<file path="src/rtl/bram_port_arbiter_pkg.sv">
// Shared types and helpers for the two-port block-RAM arbiter.
package bram_port_arbiter_pkg;

  // Number of bits needed to represent value (0 for value == 0).
  function automatic int unsigned clogb2(input int unsigned value);
    int unsigned v;
    int unsigned r;
    v = value;
    r = 0;
    while (v > 0) begin
      r++;
      v = v >> 1;
    end
    return r;
  endfunction

  typedef enum logic {
    StClear,
    StRun
  } state_e;

  typedef logic port_id_t;

  typedef struct packed {
    logic     valid;
    port_id_t id;
  } pipe_entry_t;

endpackage

</file>
<file path="src/rtl/bram_port_arbiter_rr_arb2.sv">
// Two-input round-robin arbiter; the pointer moves only when a grant is issued.
module rr_arb2
  import bram_port_arbiter_pkg::*;
(
  input  logic       clk,
  input  logic       rst_n,
  input  logic       en,
  input  logic [1:0] valid,
  output logic [1:0] grant
);

  port_id_t last_q;

  always_comb begin
    grant = 2'b00;
    if (en) begin
      unique case (valid)
        2'b01:   grant = 2'b01;
        2'b10:   grant = 2'b10;
        // On a tie favour the port that was not served last.
        2'b11:   grant = last_q ? 2'b01 : 2'b10;
        default: grant = 2'b00;
      endcase
    end
  end

  always_ff @(posedge clk or negedge rst_n) begin
    if (!rst_n) begin
      last_q <= 1'b1;
    end else if (|grant) begin
      last_q <= grant[1];
    end
  end

endmodule

</file>
<file path="src/rtl/bram_port_arbiter.sv">
// Shares one single-port read-first block RAM between two requesters, with an
// optional zero-fill after reset and a fixed-latency response pipeline.
module bram_port_arbiter
  import bram_port_arbiter_pkg::*;
#(
  parameter int unsigned DATA_W         = 32,
  parameter int unsigned DEPTH          = 1024,
  parameter int unsigned LATENCY        = 1,
  parameter int unsigned CLEAR_ON_RESET = 1,
  localparam int unsigned AW = (clogb2(DEPTH - 1) > 1) ? clogb2(DEPTH - 1) : 1
) (
  input  logic              clka,
  input  logic              rsta_n,
  input  logic              req0_valid,
  output logic              req0_ready,
  input  logic              req0_we,
  input  logic [AW-1:0]     req0_addr,
  input  logic [DATA_W-1:0] req0_wdata,
  input  logic              req1_valid,
  output logic              req1_ready,
  input  logic              req1_we,
  input  logic [AW-1:0]     req1_addr,
  input  logic [DATA_W-1:0] req1_wdata,
  output logic              resp0_valid,
  output logic [DATA_W-1:0] resp0_rdata,
  output logic              resp1_valid,
  output logic [DATA_W-1:0] resp1_rdata,
  output logic              clear_done,
  output logic              ram_ena,
  output logic              ram_wea,
  output logic [AW-1:0]     ram_addra,
  output logic [DATA_W-1:0] ram_dina,
  output logic              ram_rsta,
  output logic              ram_regcea,
  input  logic [DATA_W-1:0] ram_douta
);

  localparam state_e        ResetState = (CLEAR_ON_RESET != 0) ? StClear : StRun;
  localparam logic [AW-1:0] LastAddr   = AW'(DEPTH - 1);

  state_e        state_q, state_d;
  logic [AW-1:0] clr_addr_q, clr_addr_d;
  logic [AW-1:0] addr_hold_q;
  logic [DATA_W-1:0] din_hold_q;
  pipe_entry_t   pipe_q [LATENCY];
  pipe_entry_t   head;

  logic       running, clearing, accept;
  port_id_t   sel;
  logic [1:0] grant;

  // Gate with the reset input so nothing is issued while reset is held.
  assign running  = rsta_n && (state_q == StRun);
  assign clearing = rsta_n && (state_q == StClear);

  rr_arb2 u_arb (
    .clk   (clka),
    .rst_n (rsta_n),
    .en    (running),
    .valid ({req1_valid, req0_valid}),
    .grant (grant)
  );

  assign req0_ready = grant[0];
  assign req1_ready = grant[1];
  assign accept     = |grant;
  assign sel        = grant[1];

  always_comb begin
    state_d    = state_q;
    clr_addr_d = clr_addr_q;
    if (state_q == StClear) begin
      if (clr_addr_q == LastAddr) begin
        state_d = StRun;
      end else begin
        clr_addr_d = clr_addr_q + AW'(1);
      end
    end
  end

  always_ff @(posedge clka or negedge rsta_n) begin
    if (!rsta_n) begin
      state_q    <= ResetState;
      clr_addr_q <= '0;
    end else begin
      state_q    <= state_d;
      clr_addr_q <= clr_addr_d;
    end
  end

  // Address and data hold their last driven value when the RAM is idle.
  always_comb begin
    ram_ena   = 1'b0;
    ram_wea   = 1'b0;
    ram_addra = addr_hold_q;
    ram_dina  = din_hold_q;
    if (clearing) begin
      ram_ena   = 1'b1;
      ram_wea   = 1'b1;
      ram_addra = clr_addr_q;
      ram_dina  = '0;
    end else if (accept) begin
      ram_ena   = 1'b1;
      ram_wea   = sel ? req1_we    : req0_we;
      ram_addra = sel ? req1_addr  : req0_addr;
      ram_dina  = sel ? req1_wdata : req0_wdata;
    end
  end

  always_ff @(posedge clka or negedge rsta_n) begin
    if (!rsta_n) begin
      addr_hold_q <= '0;
      din_hold_q  <= '0;
    end else if (ram_ena) begin
      addr_hold_q <= ram_addra;
      din_hold_q  <= ram_dina;
    end
  end

  always_ff @(posedge clka or negedge rsta_n) begin
    if (!rsta_n) begin
      for (int i = 0; i < int'(LATENCY); i++) begin
        pipe_q[i] <= '0;
      end
    end else begin
      pipe_q[0] <= pipe_entry_t'{valid: accept, id: sel};
      for (int i = 1; i < int'(LATENCY); i++) begin
        pipe_q[i] <= pipe_q[i-1];
      end
    end
  end

  assign head        = pipe_q[LATENCY-1];
  assign resp0_valid = head.valid && (head.id == 1'b0);
  assign resp1_valid = head.valid && (head.id == 1'b1);
  assign resp0_rdata = ram_douta;
  assign resp1_rdata = ram_douta;

  assign clear_done = running;
  assign ram_rsta   = (state_q == StClear);
  assign ram_regcea = 1'b1;

endmodule

</file>
<file path="config.mk">
export PLATFORM = sky130hd
export DESIGN_NAME = bram_port_arbiter
export DESIGN_NICKNAME = d
export VERILOG_FILES = /design/src/rtl/bram_port_arbiter_pkg.sv /design/src/rtl/bram_port_arbiter_rr_arb2.sv /design/src/rtl/bram_port_arbiter.sv
export SDC_FILE = /design/constraint.sdc
export NUM_CORES = 1
export LEC_CHECK = 0
export BUFFER_PORTS_ARGS = -buffer_cell sky130_fd_sc_hd__buf_2
export CAP_MARGIN = 30
export CORE_ASPECT_RATIO = 1.1
export CORE_MARGIN = 2
export CORE_UTILIZATION = 38
export CTS_CLUSTER_DIAMETER = 80
export CTS_CLUSTER_SIZE = 20
export DETAILED_ROUTE_END_ITERATION = 12
export PLACE_DENSITY = 0.74
export SKIP_CTS_REPAIR_TIMING = 1
export SLEW_MARGIN = 20
export SYNTH_ARGS = -nofsm -noshare
export SYNTH_HDL_FRONTEND = slang
export SYNTH_SLANG_ARGS = --single-unit
</file>
<file path="constraint.sdc">
create_clock -name clka -period 1.43 [get_ports clka]
set_clock_uncertainty 0.05 [all_clocks]
set_input_delay 0.0715 -clock clka [delete_from_list [all_inputs] [get_ports clka]]
set_output_delay 0.0715 -clock clka [all_outputs]
set_load 0.02 [all_outputs]
</file>
==> impl_metrics.json, run 1 <==
{
  "timing.final.crit_share_pct": 127,
  "synth-edff-count": 0,
  "routed_via_density": 5.51,
  "max-vdd-ir-drop_uv": 423,
  "core_area_um2": 10400,
  "grt_pass1_wl_mm": 17.5,
  "gp_routability_congestion": 0.845,
  "cts_tree": "yes",
  "total_negative_slack_ns": -17.85,
  "syn_area_per_cell_um2": 9.37,
  "drcViolationCount": 0,
  "hpwlAfterDp_mm": 8.44,
  "arrival_ns": 1.70,
  "ff_latch_area_um2": 1410,
  "clk_path_buf_depth": 2,
  "hold_slack_ns": 0.0114,
  "filler_cell_count": 943,
  "die_area_um2": 11600,
  "postRouteAntennaNets": 0,
  "nets": 682,
  "hold_viol": 0,
  "max_cap_viol_count": 0,
  "worstSetupStartpointType": "flip-flop",
  "final_critical_path_time_including_i_o_delays_and_setup_ns": 1.82,
  "multi_input_area_um2": 2140,
  "timing.hold.worst.class": "in2reg",
  "grt_max_degree": 44,
  "power_leakage_nw": 2.49,
  "die_w_um": 103,
  "clock_transition_at_path_regs_ns": 0.07,
  "yosysSeqAreaShare_pct": 34.2,
  "worst_skew_pair.late_latency_ns": 0.29,
  "chipHeight_um": 113,
  "reg2reg_setup_slack_ns": -0.15,
  "yosys_warnings": 0,
  "ys_dominant_reg_cell": "sky130_fd_sc_hd__dfrtp_1",
  "proportion_of_layout_cells_with_a_drive_suffix_above_1_pct": 53.3,
  "cts_sinks": 56,
  "critical_path_class": "reg2out",
  "row_count": 39,
  "design_power_total_w": 0.00319,
  "synth.distinct_cells": 41,
  "yosysTopAreaCellShare_pct": 33.6,
  "post_drt_wl_per_cell_um": 18.5,
  "postSynthRegisterBits": 56,
  "cp.required_ns": 1.31,
  "fmax_mhz": 550,
  "layout_setup_ws_ns": -0.388,
  "portBuffers": 139,
  "drt_wl_total_mm": 13.0,
  "maxSlewViolCount": 0,
  "post_synth_instance_area_um2": 4100,
  "violations_in_the_final_reports": "negative setup slack",
  "globalRouteOverflowTotal": 0,
  "status": "complete, but fails checks",
  "h-tree-depth": 2,
  "worstHoldPathCells": 3,
  "antenna_violations_before_repair": 0,
  "placedCellCount": 672,
  "r2r.worst_path.cells": 5,
  "layout.cells.non_filler": 702,
  "grt_pass1_vias": 3736,
  "synthesis.instances": 437,
  "clk_root_buffer_cell": "sky130_fd_sc_hd__clkbuf_16",
  "drt-initial-drc-count": 104,
  "global_route_total_usage_across_every_layer_pct": 18.8,
  "initial_utilization_pct": 39.2,
  "synth_nets": 560,
  "first_pass_iters": 5,
  "areaGrowthSynthToFinish_pct": 36.5,
  "synthTopCellsByArea": "sky130_fd_sc_hd__dfrtp_1 34%, sky130_fd_sc_hd__buf_4 12%, sky130_fd_sc_hd__o221ai_2 11%, sky130_fd_sc_hd__o221ai_1 7.3%, sky130_fd_sc_hd__nand3_1 5.5%",
  "hp-start": "req1_addr[3]",
  "yosysTopAreaCell": "sky130_fd_sc_hd__dfrtp_1",
  "antenna-diode-count": 0,
  "r2r-start": "state_q",
  "critical_path.endpoint_type": "primary output",
  "final-setup-viol-count": 83,
  "critPathLaunch": "state_q",
  "async_flop_share_pct": 100,
  "floorplan.io_pins": 237,
  "cellPowerDensity_nw_per_um2": 570,
  "count_of_vias_placed_by_the_detailed_router": 3866,
  "cts_made_buffers": 5,
  "largest_fanout_on_the_critical_path": 9,
  "grt_setup_unrepaired": "yes"
}
[critical path, stage by stage, from the launching register on]
cell,delay (ns)
sky130_fd_sc_hd__dfrtp_1,0.39
sky130_fd_sc_hd__buf_6,0.14
sky130_fd_sc_hd__and3_4,0.18
sky130_fd_sc_hd__nand2_4,0.09
sky130_fd_sc_hd__inv_8,0.07
sky130_fd_sc_hd__clkbuf_16,0.17
sky130_fd_sc_hd__o211ai_1,0.17
sky130_fd_sc_hd__buf_2,0.19
[per-stage QoR]
step                util [%]  cell area [um^2]  setup slack, ns
CTS                     47.2              4930           -0.777
detailed placement      46.0              4800           -0.453
floorplan                  -              4180          -0.0858
finish                  53.5              5590           -0.388
global placement        46.0              4800           -0.367
global route            53.5              5590           -0.491
[layer usage]
| metal | track usage, % | wire [um] | vias up |
|---|---|---|---|
| met4 | 6.49 | 289 | 0 |
| met3 | 3.77 | 663 | 29 |
| met5 | 0 | 0 | - |
| met2 | 34.8 | 7210 | 179 |
| li1 | - | - | 1798 |
| met1 | 20.9 | 4840 | 1860 |
[state kept, by name (all words and copies together), names as in the netlist]
name          count
state_q           1
addr_hold_q      10
clr_addr_q       10
din_hold_q       32
u_arb.last_q      1
head              2
[cell usage in the layout, fill, tap and decap left out, drive strengths merged, types with 2 or more instances in the layout]
master / count
nand2b: 3
inv: 35
dfrtp: 55
a221oi: 10
and3: 5
nand4b: 2
nand3: 45
nor2b: 14
clkbuf: 13
nand2: 49
a31oi: 4
o211ai: 20
a21oi: 4
o221ai: 64
dlygate4sd3: 3
nor3: 2
and2: 4
buf: 205
mux2: 4
nor2: 3
[synth_stat cells (2+ instances only)]
cell                       instances
sky130_fd_sc_hd__buf_4            67
sky130_fd_sc_hd__dfrtp_1          55
sky130_fd_sc_hd__nand2_1          48
sky130_fd_sc_hd__nand3_1          45
sky130_fd_sc_hd__inv_1            34
sky130_fd_sc_hd__o221ai_1         34
sky130_fd_sc_hd__o221ai_2         30
sky130_fd_sc_hd__o211ai_1         20
sky130_fd_sc_hd__buf_2            14
sky130_fd_sc_hd__nor2b_1          14
sky130_fd_sc_hd__a221oi_1         10
sky130_fd_sc_hd__buf_6            10
sky130_fd_sc_hd__clkbuf_1          7
sky130_fd_sc_hd__and3_1            5
sky130_fd_sc_hd__a21oi_1           4
sky130_fd_sc_hd__a31oi_1           4
sky130_fd_sc_hd__and2_1            4
sky130_fd_sc_hd__mux2_2            3
sky130_fd_sc_hd__nand2b_1          3
sky130_fd_sc_hd__nor2_1            3
sky130_fd_sc_hd__nand4b_1          2
sky130_fd_sc_hd__nor3_1            2
[kinds of logic (layout without fill, tap and decap cells)]
group / count (synthesis) / in the layout / synth area share, %
other: 1 / 1 / 0.0916
and+or+nand+nor: 132 / 132 / 16.2
DFF: 56 / 56 / 34.3
xor gates and xnor gates: 1 / 1 / 0.214
buffers and inverters: 135 / 257 / 21.1
AOI/OAI and AO/OA: 106 / 106 / 26.5
adders and majority gates: 1 / 1 / 0.305
muxes: 5 / 5 / 1.34
[layout make-up]
class,instances,share of cell area [%]
clock buffer,6,2.31
clock inverter,1,0.0895
multi-input combinational,246,38.4
timing repair buffer,215,28.4
inverter,35,2.48
tap,143,3.20
sequential,56,25.2
[report_power, final]
group,internal (W),switching (W),leakage (nW)
registers,0.00159,0.00000975,0.750
logic,0.000203,0.000199,1.67
clock network,0.000639,0.000542,0.0667
[final timing paths]
check                                 end
max reg2reg                 clr_addr_q[9]
min                        addr_hold_q[3]
max                          ram_addra[1]
min in group asynchronous  addr_hold_q[5]
max in group asynchronous   clr_addr_q[3]
min reg2reg                addr_hold_q[2]
Note: power is estimated with default switching activity, not from simulation.
==> run 2, diff against run 1 <==
Settings changed: ABC_AREA from default to 1, PLACE_DENSITY 0.74 to 0.75, SLEW_MARGIN 20 to 10.
==> run 2 against run 1 <==
Net effect:
- the run ends with negative hold slack, negative setup slack left
- sequential power barely moved
- sequential share of layout area rose by 2.9 points
- worst hold slack got worse by 0.015 ns
- non-clock buffer count fell by 18
- flip-flop and latch count did not move
- register-to-register slack improved by 0.11 ns
- first-iteration DRC count rose by 8.7%
- via count fell by 8.0%
- critical path depth did not move
- wire length fell by 24%
- clock power fell by 24%
- combinational power barely moved
- critical endpoint is now ram_dina[0]
==> impl_metrics.json, run 2 <==
{
  "status": "complete, but fails checks",
  "violations_in_the_final_reports": "negative hold slack, negative setup slack",
  "h-tree-depth": 2,
  "mostFrequentLayoutCell": "sky130_fd_sc_hd__nand2_1",
  "yosys_warnings": 0,
  "max-vdd-ir-drop_uv": 325,
  "hold_path_end": "addr_hold_q[5]",
  "yosysTopAreaCellShare_pct": 36.2,
  "first_pass_iters": 4,
  "globalRouteOverflowTotal": 0,
  "die_area_um2": 10800,
  "postSynthRegisterBits": 56,
  "grt_pass1_vias": 3209,
  "cp_max_stage_cell": "sky130_fd_sc_hd__dfstp_2",
  "hold_viol": 1,
  "clk_root_buffer_cell": "sky130_fd_sc_hd__clkbuf_8",
  "grt_pass1_wl_mm": 14.2,
  "nets": 745,
  "r2r.worst_path.cells": 9,
  "cts_sinks": 56,
  "post_drt_wl_per_cell_um": 13.3,
  "postRouteAntennaNets": 0,
  "design_area_um2": 5010,
  "largest_register_ff_count": 32,
  "worstHoldPathCells": 3,
  "max_cap_viol_count": 0,
  "final_critical_path_time_including_i_o_delays_and_setup_ns": 1.86,
  "synth-edff-count": 0,
  "count_of_vias_placed_by_the_detailed_router": 3557,
  "yosysTopAreaCell": "sky130_fd_sc_hd__dfrtp_1",
  "critical-path-max-stage-delay_ns": 0.55,
  "hold_slack_ns": -0.00389,
  "filler_cell_count": 900,
  "grt_setup_unrepaired": "yes",
  "max_flop_register": "din_hold_q",
  "reg2reg_setup_slack_ns": -0.04,
  "initial_utilization_pct": 38.8,
  "drcViolationCount": 0,
  "grt_max_degree": 54,
  "layout.cells.most_common_list": "183 x sky130_fd_sc_hd__nand2_1, 98 x sky130_fd_sc_hd__buf_2, 60 x sky130_fd_sc_hd__inv_1",
  "synthesis.instances": 502,
  "cell_with_the_most_instances_after_synthesis": "sky130_fd_sc_hd__nand2_1",
  "chipHeight_um": 109,
  "worstSetupStartpointType": "flip-flop",
  "largest_fanout_on_the_critical_path": 32,
  "core_area_um2": 9790,
  "final-setup-viol-count": 56,
  "cellPowerDensity_nw_per_um2": 579,
  "synth_nets": 625,
  "r2r-end": "din_hold_q[4]",
  "hp-start": "req1_addr[5]",
  "post_synth_instance_area_um2": 3800,
  "cts_made_buffers": 5,
  "drt-initial-drc-count": 113,
  "power_leakage_nw": 3.20,
  "arrival_ns": 1.74,
  "worstPathCellList": "nand2_2, nand3_4, buf_12, nand2_1, o211ai_1, nand2_1, buf_4",
  "portBuffers": 139,
  "r2r-start": "state_q",
  "floorplan.io_pins": 237,
  "critical_path.endpoint_type": "primary output",
  "final_core_density_pct": 51.1,
  "global_route_total_usage_across_every_layer_pct": 16.5,
  "row_count": 38,
  "yosysSeqAreaShare_pct": 36.9,
  "cpMostUsedCell": "sky130_fd_sc_hd__nand2_1",
  "clk_path_buf_depth": 2,
  "synthTopCellsByArea": "sky130_fd_sc_hd__dfrtp_1 36%, sky130_fd_sc_hd__nand2_1 20%, sky130_fd_sc_hd__buf_4 14%, sky130_fd_sc_hd__inv_1 6.0%, sky130_fd_sc_hd__o211ai_2 5.6%",
  "layout_setup_ws_ns": -0.427,
  "hpwlAfterDp_mm": 6.81,
  "clock_transition_at_path_regs_ns": 0.09,
  "cts_tree": "yes",
  "die_w_um": 99.3,
  "timing.hold.worst.class": "in2reg",
  "placed_area_um2": 4310,
  "fmax_mhz": 539,
  "timing.final.crit_share_pct": 130,
  "maxSlewViolCount": 0,
  "worst_pin_slew_ns": 0.672,
  "synth.distinct_cells": 28,
  "largestRegisters": "din_hold_q x32, addr_hold_q x10, clr_addr_q x10",
  "proportion_of_layout_cells_with_a_drive_suffix_above_1_pct": 39.6,
  "critical_path_class": "reg2out",
  "gp_routability_congestion": 0.814,
  "antenna_violations_before_repair": 0,
  "ys_dominant_reg_cell": "sky130_fd_sc_hd__dfrtp_1",
  "drt_wl_total_mm": 9.89,
  "syn_area_per_cell_um2": 7.57,
  "async_flop_share_pct": 100,
  "routed_via_density": 4.79,
  "worst_skew_pair.late_latency_ns": 0.32,
  "antenna-diode-count": 0,
  "post_synth_most_frequent_cells": "198 x sky130_fd_sc_hd__nand2_1, 71 x sky130_fd_sc_hd__buf_4, 61 x sky130_fd_sc_hd__inv_1, 55 x sky130_fd_sc_hd__dfrtp_1, 26 x sky130_fd_sc_hd__o211ai_1",
  "max-slew-margin-rel_pct": 55.2,
  "areaGrowthSynthToFinish_pct": 31.8,
  "cp.required_ns": 1.31
}
[run 2: changes by cell type in the layout (fill, tap and decap cells not counted), moves of 19 or more]
| cell | previous run | this run |
|---|---|---|
| sky130_fd_sc_hd__nand2_1 | 47 | 183 |
| sky130_fd_sc_hd__buf_2 | 128 | 98 |
| sky130_fd_sc_hd__nand3_1 | 45 | 5 |
| sky130_fd_sc_hd__buf_6 | 9 | 30 |
| sky130_fd_sc_hd__inv_1 | 34 | 60 |
| sky130_fd_sc_hd__o221ai_1 | 19 | 0 |
| sky130_fd_sc_hd__o221ai_2 | 45 | 0 |
| sky130_fd_sc_hd__nand2_2 | 0 | 24 |
[run 2: per-stage QoR]
step	setup TNS (ns)	worst slack, ns	std cells	power (W)
after floorplan	0	0.00159	502	0.00201
after global placement	-0.685	-0.0454	708	0.00195
after detailed placement	-1.48	-0.0775	708	0.00196
after CTS	-17.80	-0.443	716	0.00286
after global routing	-24.78	-0.551	743	0.00305
final	-17.08	-0.427	743	0.00290
[run 2: worst max path at each step]
stage	from	endpoint	slack, ns	cells after the start
after global placement	u_arb.last_q	ram_dina[21]	-0.05	7
after detailed placement	u_arb.last_q	ram_addra[0]	-0.08	7
after CTS	u_arb.last_q	ram_addra[0]	-0.44	7
after floorplan	u_arb.last_q	ram_addra[7]	0.002	6
final	u_arb.last_q	ram_dina[0]	-0.43	7
after global routing	u_arb.last_q	ram_dina[0]	-0.55	7
[run 2: kinds of logic after synthesis]
family	count (synthesis)	synth area share, %
compound gates	56	12.7
flops	56	36.9
xor+xnor	4	0.922
other cells	1	0.0987
simple gates	236	26.1
fa+ha+maj	1	0.329
buf+inv	148	22.9
[run 2: cell type report]
| type | count | area (um^2) | share of cell area (%) |
|---|---|---|---|
| multi-input combinational | 298 | 1610 | 32.2 |
| timing repair buffer | 197 | 1510 | 30.1 |
| sequential | 56 | 1400 | 28.0 |
| inverter | 64 | 243 | 4.85 |
| tap | 120 | 150 | 3.00 |
| clock buffer | 8 | 90.1 | 1.80 |
[run 2: worst max-delay path, delay by kind of cell (launching register included)]
family | cells | cell delay [ns]
buffers and inverters | 2 | 0.36
DFF | 1 | 0.55
and+or+nand+nor | 4 | 0.37
AOI/OAI and AO/OA | 1 | 0.11
[run 2: report_power, final]
part | switching (W) | total, W | internal (W)
Sequential | 0.00000519 | 0.00160 | 0.00159
Clock | 0.000501 | 0.000898 | 0.000397
Combinational | 0.000201 | 0.000403 | 0.000203
[run 2: routing by layer]
layer / track usage (%) / vias to the layer above / part of all wire, %
met4: 7.24 / 0 / 3.1
met5: 0 / - / 0
li1: - / 1723 / -
met3: 3.91 / 33 / 5.5
met1: 18.4 / 1669 / 38
met2: 29.8 / 132 / 53
